==> src/rtl/frame_ram_port_arbiter_if.sv <==
// Requester-side bus of the frame-RAM port-B arbiter: flattened per-requester
// request/lock/write/address/data lanes plus one-hot grant and read-return strobes.
interface frame_ram_port_arbiter_if #(
  parameter int N_REQ = 4,
  parameter int AW    = 18,
  parameter int DW    = 8
);
  logic [N_REQ-1:0]    req;
  logic [N_REQ-1:0]    lock;
  logic [N_REQ-1:0]    we;
  logic [N_REQ*AW-1:0] addr;
  logic [N_REQ*DW-1:0] wdata;
  logic [N_REQ-1:0]    gnt;
  logic [N_REQ-1:0]    rd_valid;
  logic [DW-1:0]       rd_data;

  modport master (
    output req, lock, we, addr, wdata,
    input  gnt, rd_valid, rd_data
  );

  modport slave (
    input  req, lock, we, addr, wdata,
    output gnt, rd_valid, rd_data
  );
endinterface

==> src/rtl/frame_ram_port_arbiter.sv <==
// Round-robin owner arbiter for frame-RAM port B with locked bursts and tagged read return.
// Optional grant watchdog enabled by defining ARB_WATCHDOG_EN.
module frame_ram_port_arbiter #(
  parameter int N_REQ    = 4,
  parameter int AW       = 18,
  parameter int DW       = 8,
  parameter int RD_LAT   = 2,
  parameter int MAX_HOLD = 255
) (
  input  logic                   clk,
  input  logic                   rst_n,
  frame_ram_port_arbiter_if.slave req_bus,
  output logic                   ram_enb_o,
  output logic                   ram_web_o,
  output logic [AW-1:0]          ram_addrb_o,
  output logic [DW-1:0]          ram_dinb_o,
  input  logic [DW-1:0]          ram_doutb_i,
  output logic                   busy_o,
  output logic [2:0]             owner_id_o,
  output logic                   err_hold_o
);

  typedef enum logic {S_IDLE, S_OWN} state_e;

  state_e            state_q, state_d;
  logic [2:0]        owner_q, owner_d;
  logic [2:0]        rr_ptr_q, rr_ptr_d;
  logic              ram_enb_q, ram_enb_d;
  logic              ram_web_q, ram_web_d;
  logic [AW-1:0]     ram_addr_q, ram_addr_d;
  logic [DW-1:0]     ram_din_q, ram_din_d;
  logic [RD_LAT:0]   tag_vld_q;
  logic [2:0]        tag_id_q [RD_LAT+1];

  logic [N_REQ-1:0]  owner_oh;
  logic [N_REQ-1:0]  gnt;
  logic [N_REQ-1:0]  rd_valid;
  logic              own_req, own_lock, own_we;
  logic [AW-1:0]     own_addr;
  logic [DW-1:0]     own_wdata;
  logic              pick_found;
  logic [2:0]        pick_idx;
  logic              grant, rel;
  logic              hold_hit;

  always_comb begin
    owner_oh  = '0;
    own_addr  = '0;
    own_wdata = '0;
    for (int i = 0; i < N_REQ; i++) begin
      owner_oh[i] = (owner_q == 3'(i));
      if (owner_q == 3'(i)) begin
        own_addr  = req_bus.addr[i*AW +: AW];
        own_wdata = req_bus.wdata[i*DW +: DW];
      end
    end
    own_req  = |(req_bus.req  & owner_oh);
    own_lock = |(req_bus.lock & owner_oh);
    own_we   = |(req_bus.we   & owner_oh);
  end

  // First requester at or after rr_ptr, wrapping modulo N_REQ.
  always_comb begin
    pick_found = 1'b0;
    pick_idx   = '0;
    for (int k = 0; k < N_REQ; k++) begin
      for (int i = 0; i < N_REQ; i++) begin
        if (!pick_found && req_bus.req[i] && (((int'(rr_ptr_q) + k) % N_REQ) == i)) begin
          pick_found = 1'b1;
          pick_idx   = 3'(i);
        end
      end
    end
  end

  always_comb begin
    state_d    = state_q;
    owner_d    = owner_q;
    rr_ptr_d   = rr_ptr_q;
    gnt        = '0;
    grant      = 1'b0;
    rel        = 1'b0;
    ram_enb_d  = 1'b0;
    ram_web_d  = ram_web_q;
    ram_addr_d = ram_addr_q;
    ram_din_d  = ram_din_q;
    case (state_q)
      S_IDLE: begin
        if (pick_found) begin
          state_d = S_OWN;
          owner_d = pick_idx;
        end
      end
      S_OWN: begin
        if (own_req) begin
          grant      = 1'b1;
          gnt        = owner_oh;
          ram_enb_d  = 1'b1;
          ram_web_d  = own_we;
          ram_addr_d = own_addr;
          ram_din_d  = own_wdata;
          rel        = ~own_lock | hold_hit;
        end else begin
          rel = 1'b1;
        end
        if (rel) begin
          state_d  = S_IDLE;
          rr_ptr_d = (owner_q == 3'(N_REQ-1)) ? 3'd0 : owner_q + 3'd1;
        end
      end
      default: state_d = S_IDLE;
    endcase
  end

  always_ff @(posedge clk or negedge rst_n) begin
    if (!rst_n) begin
      state_q    <= S_IDLE;
      owner_q    <= '0;
      rr_ptr_q   <= '0;
      ram_enb_q  <= 1'b0;
      ram_web_q  <= 1'b0;
      ram_addr_q <= '0;
      ram_din_q  <= '0;
      tag_vld_q  <= '0;
      for (int s = 0; s <= RD_LAT; s++) tag_id_q[s] <= '0;
    end else begin
      state_q    <= state_d;
      owner_q    <= owner_d;
      rr_ptr_q   <= rr_ptr_d;
      ram_enb_q  <= ram_enb_d;
      ram_web_q  <= ram_web_d;
      ram_addr_q <= ram_addr_d;
      ram_din_q  <= ram_din_d;
      // Stage 0 lines up with the registered enb; the last stage lines up with doutb.
      tag_vld_q   <= {tag_vld_q[RD_LAT-1:0], grant & ~own_we};
      tag_id_q[0] <= owner_q;
      for (int s = 1; s <= RD_LAT; s++) tag_id_q[s] <= tag_id_q[s-1];
    end
  end

  always_comb begin
    rd_valid = '0;
    for (int i = 0; i < N_REQ; i++) begin
      rd_valid[i] = tag_vld_q[RD_LAT] && (tag_id_q[RD_LAT] == 3'(i));
    end
  end

`ifdef ARB_WATCHDOG_EN
  localparam logic [7:0] HOLD_LAST = 8'(MAX_HOLD - 1);

  logic [7:0] hold_cnt_q, hold_cnt_d;
  logic       err_hold_q;
  logic       forced_rel;

  assign hold_hit   = (hold_cnt_q == HOLD_LAST);
  assign forced_rel = grant & own_lock & hold_hit;

  always_comb begin
    hold_cnt_d = hold_cnt_q;
    if (state_q == S_IDLE) begin
      hold_cnt_d = '0;
    end else if (grant && (hold_cnt_q != 8'hFF)) begin
      hold_cnt_d = hold_cnt_q + 8'd1;
    end
  end

  always_ff @(posedge clk or negedge rst_n) begin
    if (!rst_n) begin
      hold_cnt_q <= '0;
      err_hold_q <= 1'b0;
    end else begin
      hold_cnt_q <= hold_cnt_d;
      err_hold_q <= forced_rel;
    end
  end

  assign err_hold_o = err_hold_q;
`else
  logic unused_max_hold;

  assign hold_hit        = 1'b0;
  assign err_hold_o      = 1'b0;
  assign unused_max_hold = (MAX_HOLD > 0);
`endif

  assign req_bus.gnt      = gnt;
  assign req_bus.rd_valid = rd_valid;
  assign req_bus.rd_data  = tag_vld_q[RD_LAT] ? ram_doutb_i : '0;

  assign ram_enb_o   = ram_enb_q;
  assign ram_web_o   = ram_web_q;
  assign ram_addrb_o = ram_addr_q;
  assign ram_dinb_o  = ram_din_q;
  assign busy_o      = (state_q == S_OWN);
  assign owner_id_o  = owner_q;

endmodule

==> src/flat_wrapper.sv <==
// flat-port wrapper written by rule: the top's interface ports become plain ports
module frame_ram_port_arbiter_flat 
#(
  parameter int N_REQ    = 4,
  parameter int AW       = 18,
  parameter int DW       = 8,
  parameter int RD_LAT   = 2,
  parameter int MAX_HOLD = 255
)
  (clk, rst_n, ram_enb_o, ram_web_o, ram_addrb_o, ram_dinb_o, ram_doutb_i, busy_o, owner_id_o, err_hold_o, req_bus_req, req_bus_lock, req_bus_we, req_bus_addr, req_bus_wdata, req_bus_gnt, req_bus_rd_valid, req_bus_rd_data);
  frame_ram_port_arbiter_if #(.N_REQ(N_REQ), .AW(AW), .DW(DW)) req_bus_i ();
  input  logic clk;
  input  logic rst_n;
  output logic ram_enb_o;
  output logic ram_web_o;
  output logic [AW-1:0] ram_addrb_o;
  output logic [DW-1:0] ram_dinb_o;
  input  logic [DW-1:0] ram_doutb_i;
  output logic busy_o;
  output logic [2:0] owner_id_o;
  output logic err_hold_o;
  input wire logic [$bits(req_bus_i.req)-1:0] req_bus_req;
  input wire logic [$bits(req_bus_i.lock)-1:0] req_bus_lock;
  input wire logic [$bits(req_bus_i.we)-1:0] req_bus_we;
  input wire logic [$bits(req_bus_i.addr)-1:0] req_bus_addr;
  input wire logic [$bits(req_bus_i.wdata)-1:0] req_bus_wdata;
  output wire logic [$bits(req_bus_i.gnt)-1:0] req_bus_gnt;
  output wire logic [$bits(req_bus_i.rd_valid)-1:0] req_bus_rd_valid;
  output wire logic [$bits(req_bus_i.rd_data)-1:0] req_bus_rd_data;
  assign req_bus_i.req = req_bus_req;
  assign req_bus_i.lock = req_bus_lock;
  assign req_bus_i.we = req_bus_we;
  assign req_bus_i.addr = req_bus_addr;
  assign req_bus_i.wdata = req_bus_wdata;
  assign req_bus_gnt = req_bus_i.gnt;
  assign req_bus_rd_valid = req_bus_i.rd_valid;
  assign req_bus_rd_data = req_bus_i.rd_data;
  frame_ram_port_arbiter #(.N_REQ(N_REQ), .AW(AW), .DW(DW), .RD_LAT(RD_LAT), .MAX_HOLD(MAX_HOLD)) u_core (.clk(clk), .rst_n(rst_n), .req_bus(req_bus_i), .ram_enb_o(ram_enb_o), .ram_web_o(ram_web_o), .ram_addrb_o(ram_addrb_o), .ram_dinb_o(ram_dinb_o), .ram_doutb_i(ram_doutb_i), .busy_o(busy_o), .owner_id_o(owner_id_o), .err_hold_o(err_hold_o));
endmodule
==> config.mk <==
export PLATFORM = sky130hd
export DESIGN_NAME = frame_ram_port_arbiter_flat
export DESIGN_NICKNAME = d
export VERILOG_FILES = /design/src/rtl/frame_ram_port_arbiter_if.sv /design/src/rtl/frame_ram_port_arbiter.sv /design/src/flat_wrapper.sv
export SDC_FILE = /design/constraint.sdc
export NUM_CORES = 1
export LEC_CHECK = 0
export CORE_MARGIN = 3
export CORE_UTILIZATION = 33
export DETAILED_ROUTE_END_ITERATION = 16
export GPL_TIMING_DRIVEN = 0
export PLACE_DENSITY = 0.76
export SYNTH_ARGS = -nofsm -noshare
export SYNTH_HDL_FRONTEND = slang
export SYNTH_SLANG_ARGS = --single-unit
==> constraint.sdc <==
create_clock -name clk -period 1.9 [get_ports clk]
set_input_delay 0.57 -clock clk [delete_from_list [all_inputs] [get_ports clk]]
set_output_delay 0.57 -clock clk [all_outputs]
set_load 0.01 [all_outputs]
==> impl_metrics.ini <==
[timing]
rsz0062_at_grt = yes
max_clock_freq_mhz = 443
slew_violations = 0
tns_ns = -1.37
hold_violations = 0
finalCritPeriodShare_pct = 119
fin_skew_ns = 0.00716
fin_crit_ns = 2.26
final-setup-viol-count = 4
layout_setup_ws_ns = -0.358

[yosys]
yosysTopAreaCell = dfrtp_1
yosysWarnings = 0
yosysMostFrequentCell = a21oi_1
synth_simple_gate_area_share_pct = 14.0
ys_top_cells_by_area = dfrtp_1 40%, a21oi_1 15%, a22oi_1 8.8%
synth_cell_types = 30
synth_compound_area_share_pct = 32.8
syn_inst = 338
syn_avg_cell_area_um2 = 7.85
synth_top_family_by_area = compound AO/OA/AOI/OAI gates
synth_xor_area_share_pct = 0
synth-async-reset-ratio_pct = 100
synth-seq-cells = 42
synth_ff_type = dfrtp_1
seq_area_frac_synth_pct = 39.6
synthAdderAreaFrac_pct = 1.89
synthTopCellsByCount = 81 x a21oi_1, 42 x dfrtp_1, 33 x nor2_1, 31 x a22oi_1, 30 x nand2_1
synth_area_um2 = 2650
yosysTopAreaCellShare_pct = 39.6
muxShareOfSynthArea_pct = 0.849
synth-edff-count = 0

[global_route]
grt_max_degree = 42
antenna_found_initial = 0
grtUsageTotal_pct = 22.0
grt_pass1_wl_um = 15700
grt_overflow = 0
grt_pass1_vias = 3186

[die]
chipWidth_um = 95.7
num_rows = 32
initial_utilization_pct = 34.1
core_um2 = 7770
design.die.area_um2 = 9150
fp.dieH_um = 95.7
boundaryPins = 175

[routing]
totalWireLength_um = 10400
route.detailed.drc = 0
viasPerCell = 5.03
ant_nets = 0
avgRoutedWirePerCell_um = 16.5
first_iter_violations = 125
first_pass_iters = 4
vias = 3166

[cells_and_area]
nets = 657
finalNonFillerCells = 630
multi_input_area_um2 = 1370
nFillCells = 680
drive_gt1_share_pct = 14.8
antenna_cells = 0
seq_area_um2 = 1050
area_growth_pct = 78.0

[cts]
path_clk_slew_ns = 0.09
numCtsBuffers = 5
clkSinkCount = 42
root_buffer = clkbuf_8
clk_latency_ns = 0.30
htreeDepth = 2
clockBufferDepth = 2
ctsHoldBuffers = 0
tritoncts = yes

[place]
gp_congestion = 0.796
dp_hpwl_um = 7840
io_buffers = 172
place_inst = 614

[critical_path]
crit_start = u_core.owner_id_o[1]
startpoint_type = flop
crit_type = reg -> out
crit_slowest_cell = dfrtp_2
r2r-start = u_core.owner_id_o[1]
slowest_delay_ns = 0.43
cp.arrival_ns = 1.69
required_ns = 1.33
crit_top_cell = buf_6
crit_fanout = 6
path_cells = buf_6 > ha_4 > a22oi_2 > a21boi_4 > and2_4 > buf_6
cp-end-kind = output port

[status]
violations = negative setup slack
outcome = finished, violations left

[pwr]
ir_worst_vdd_uv = 586
p_int_mw = 3.96
finalPower_mw = 7.13
p_leak_nw = 2.07
power_frac_clock_pct = 8.5
p_sw_mw = 3.17
power_density_nw_per_um2 = 1510
pwr-share-seq_pct = 23.4
p_sw_share_pct = 44.4
p_comb_share_pct = 68.1

[job]
drv_cap = 0

[min_path]
min_path_type = in -> async
layout by cell type, fill, tap and decap left out, types with 2 or more instances in the layout:
cell type,netlist,routed
buf_4,9,18
a21oi_1,81,81
inv_1,28,26
dfrtp_1,42,40
clkdlybuf4s50_1,0,149
clkbuf_2,0,2
clkbuf_8,0,5
buf_12,0,2
and2_4,0,4
nand2b_1,2,2
and2_1,12,8
ha_4,0,3
dlygate4sd2_1,0,9
mux2_2,2,2
nor2_1,33,33
conb_1,1,2
buf_2,14,20
dfrtp_2,0,2
buf_6,2,8
and3_1,2,2
o21ai_0,27,27
a22oi_1,31,31
nand2_1,30,30
state kept, by name, summed over array words and instances (netlist names):
name,flops
u_core.busy_o,1
u_core.ram_web_o,1
u_core.tag_vld_q,3
u_core.ram_addrb_o,18
u_core.owner_id_o,2
u_core.ram_enb_o,1
u_core.rr_ptr_q,2
u_core.tag_id_q,6
u_core.ram_dinb_o,8
layout make-up:
type	instances	share of cell area, %
timing repair buffer	184	37.9
buffer	27	3.76
sequential	42	22.3
multi-input combinational	239	29.0
clock buffer	5	1.46
tap	102	2.70
inverter	28	2.28
clock inverter	3	0.530
power groups by stage:
stage          clock (mW)  sequential [mW]  combinational (mW)
6_report            0.603             1.67                4.86
3_5_place_dp            0             1.68                4.63
4_1_cts             0.623             1.65                4.74
3_3_place_gp            0             1.66                4.53
5_1_grt             0.669             1.72                5.35
2_1_floorplan           0             1.79                2.55
critical path: cells and delay by family (launching register included):
family,cells,cell delay (ns)
adder cells (fa/ha/maj),1,0.16
AO/OA/AOI/OAI,2,0.38
buffers and inverters,2,0.24
flip-flops,1,0.43
AND/OR/NAND/NOR,1,0.17
what timing repair did:
action,CTS,global route
gates resized for setup,74,9
pin swaps,4,9
setup buffers,5,6
setup endpoints to repair,20,8
through the flow:
stage | hold WS (ns) | setup WS, ns | area, um2 | utilization [%]
6_report | 0.0558 | -0.358 | 4720 | 60.8
5_1_grt | 0.0370 | -0.432 | 4720 | 60.8
4_1_cts | 0.0470 | -0.420 | 4650 | 59.9
3_5_place_dp | 0.335 | -1.11 | 4550 | 58.6
3_3_place_gp | 0.333 | -1.11 | 4540 | 58.4
2_1_floorplan | 0.274 | -0.0117 | 2690 | -
final timing paths:
path                                             end  slack, ns  cells past startpoint
worst max-delay path                  req_bus_gnt[0]      -0.36                      6
worst min-delay path            u_core.ram_dinb_o[3]       0.06                      1
worst max register to register    u_core.rr_ptr_q[1]       0.07                      7
worst min register to register   u_core.tag_vld_q[2]       0.36                      0
max in group asynchronous       u_core.owner_id_o[0]       1.42                      2
min in group clk                 u_core.tag_vld_q[2]       0.36                      0
routing by layer:
metal	share of wire (%)	track usage, %
met5	0	0
met4	1.0	4.86
met3	8.8	5.45
met2	49	38.5
met1	41	27.4
kinds of logic (layout without fill, tap and decap cells):
| kind of cell | after synthesis | count (layout) |
|---|---|---|
| AOI/OAI and AO/OA | 147 | 147 |
| and+or+nand+nor | 84 | 84 |
| buffers and inverters | 58 | 247 |
| DFF | 42 | 42 |
| adders and majority gates | 4 | 4 |
| muxes | 2 | 2 |
| other | 1 | 2 |
No activity file was read; power rests on OpenSTA's default activity.
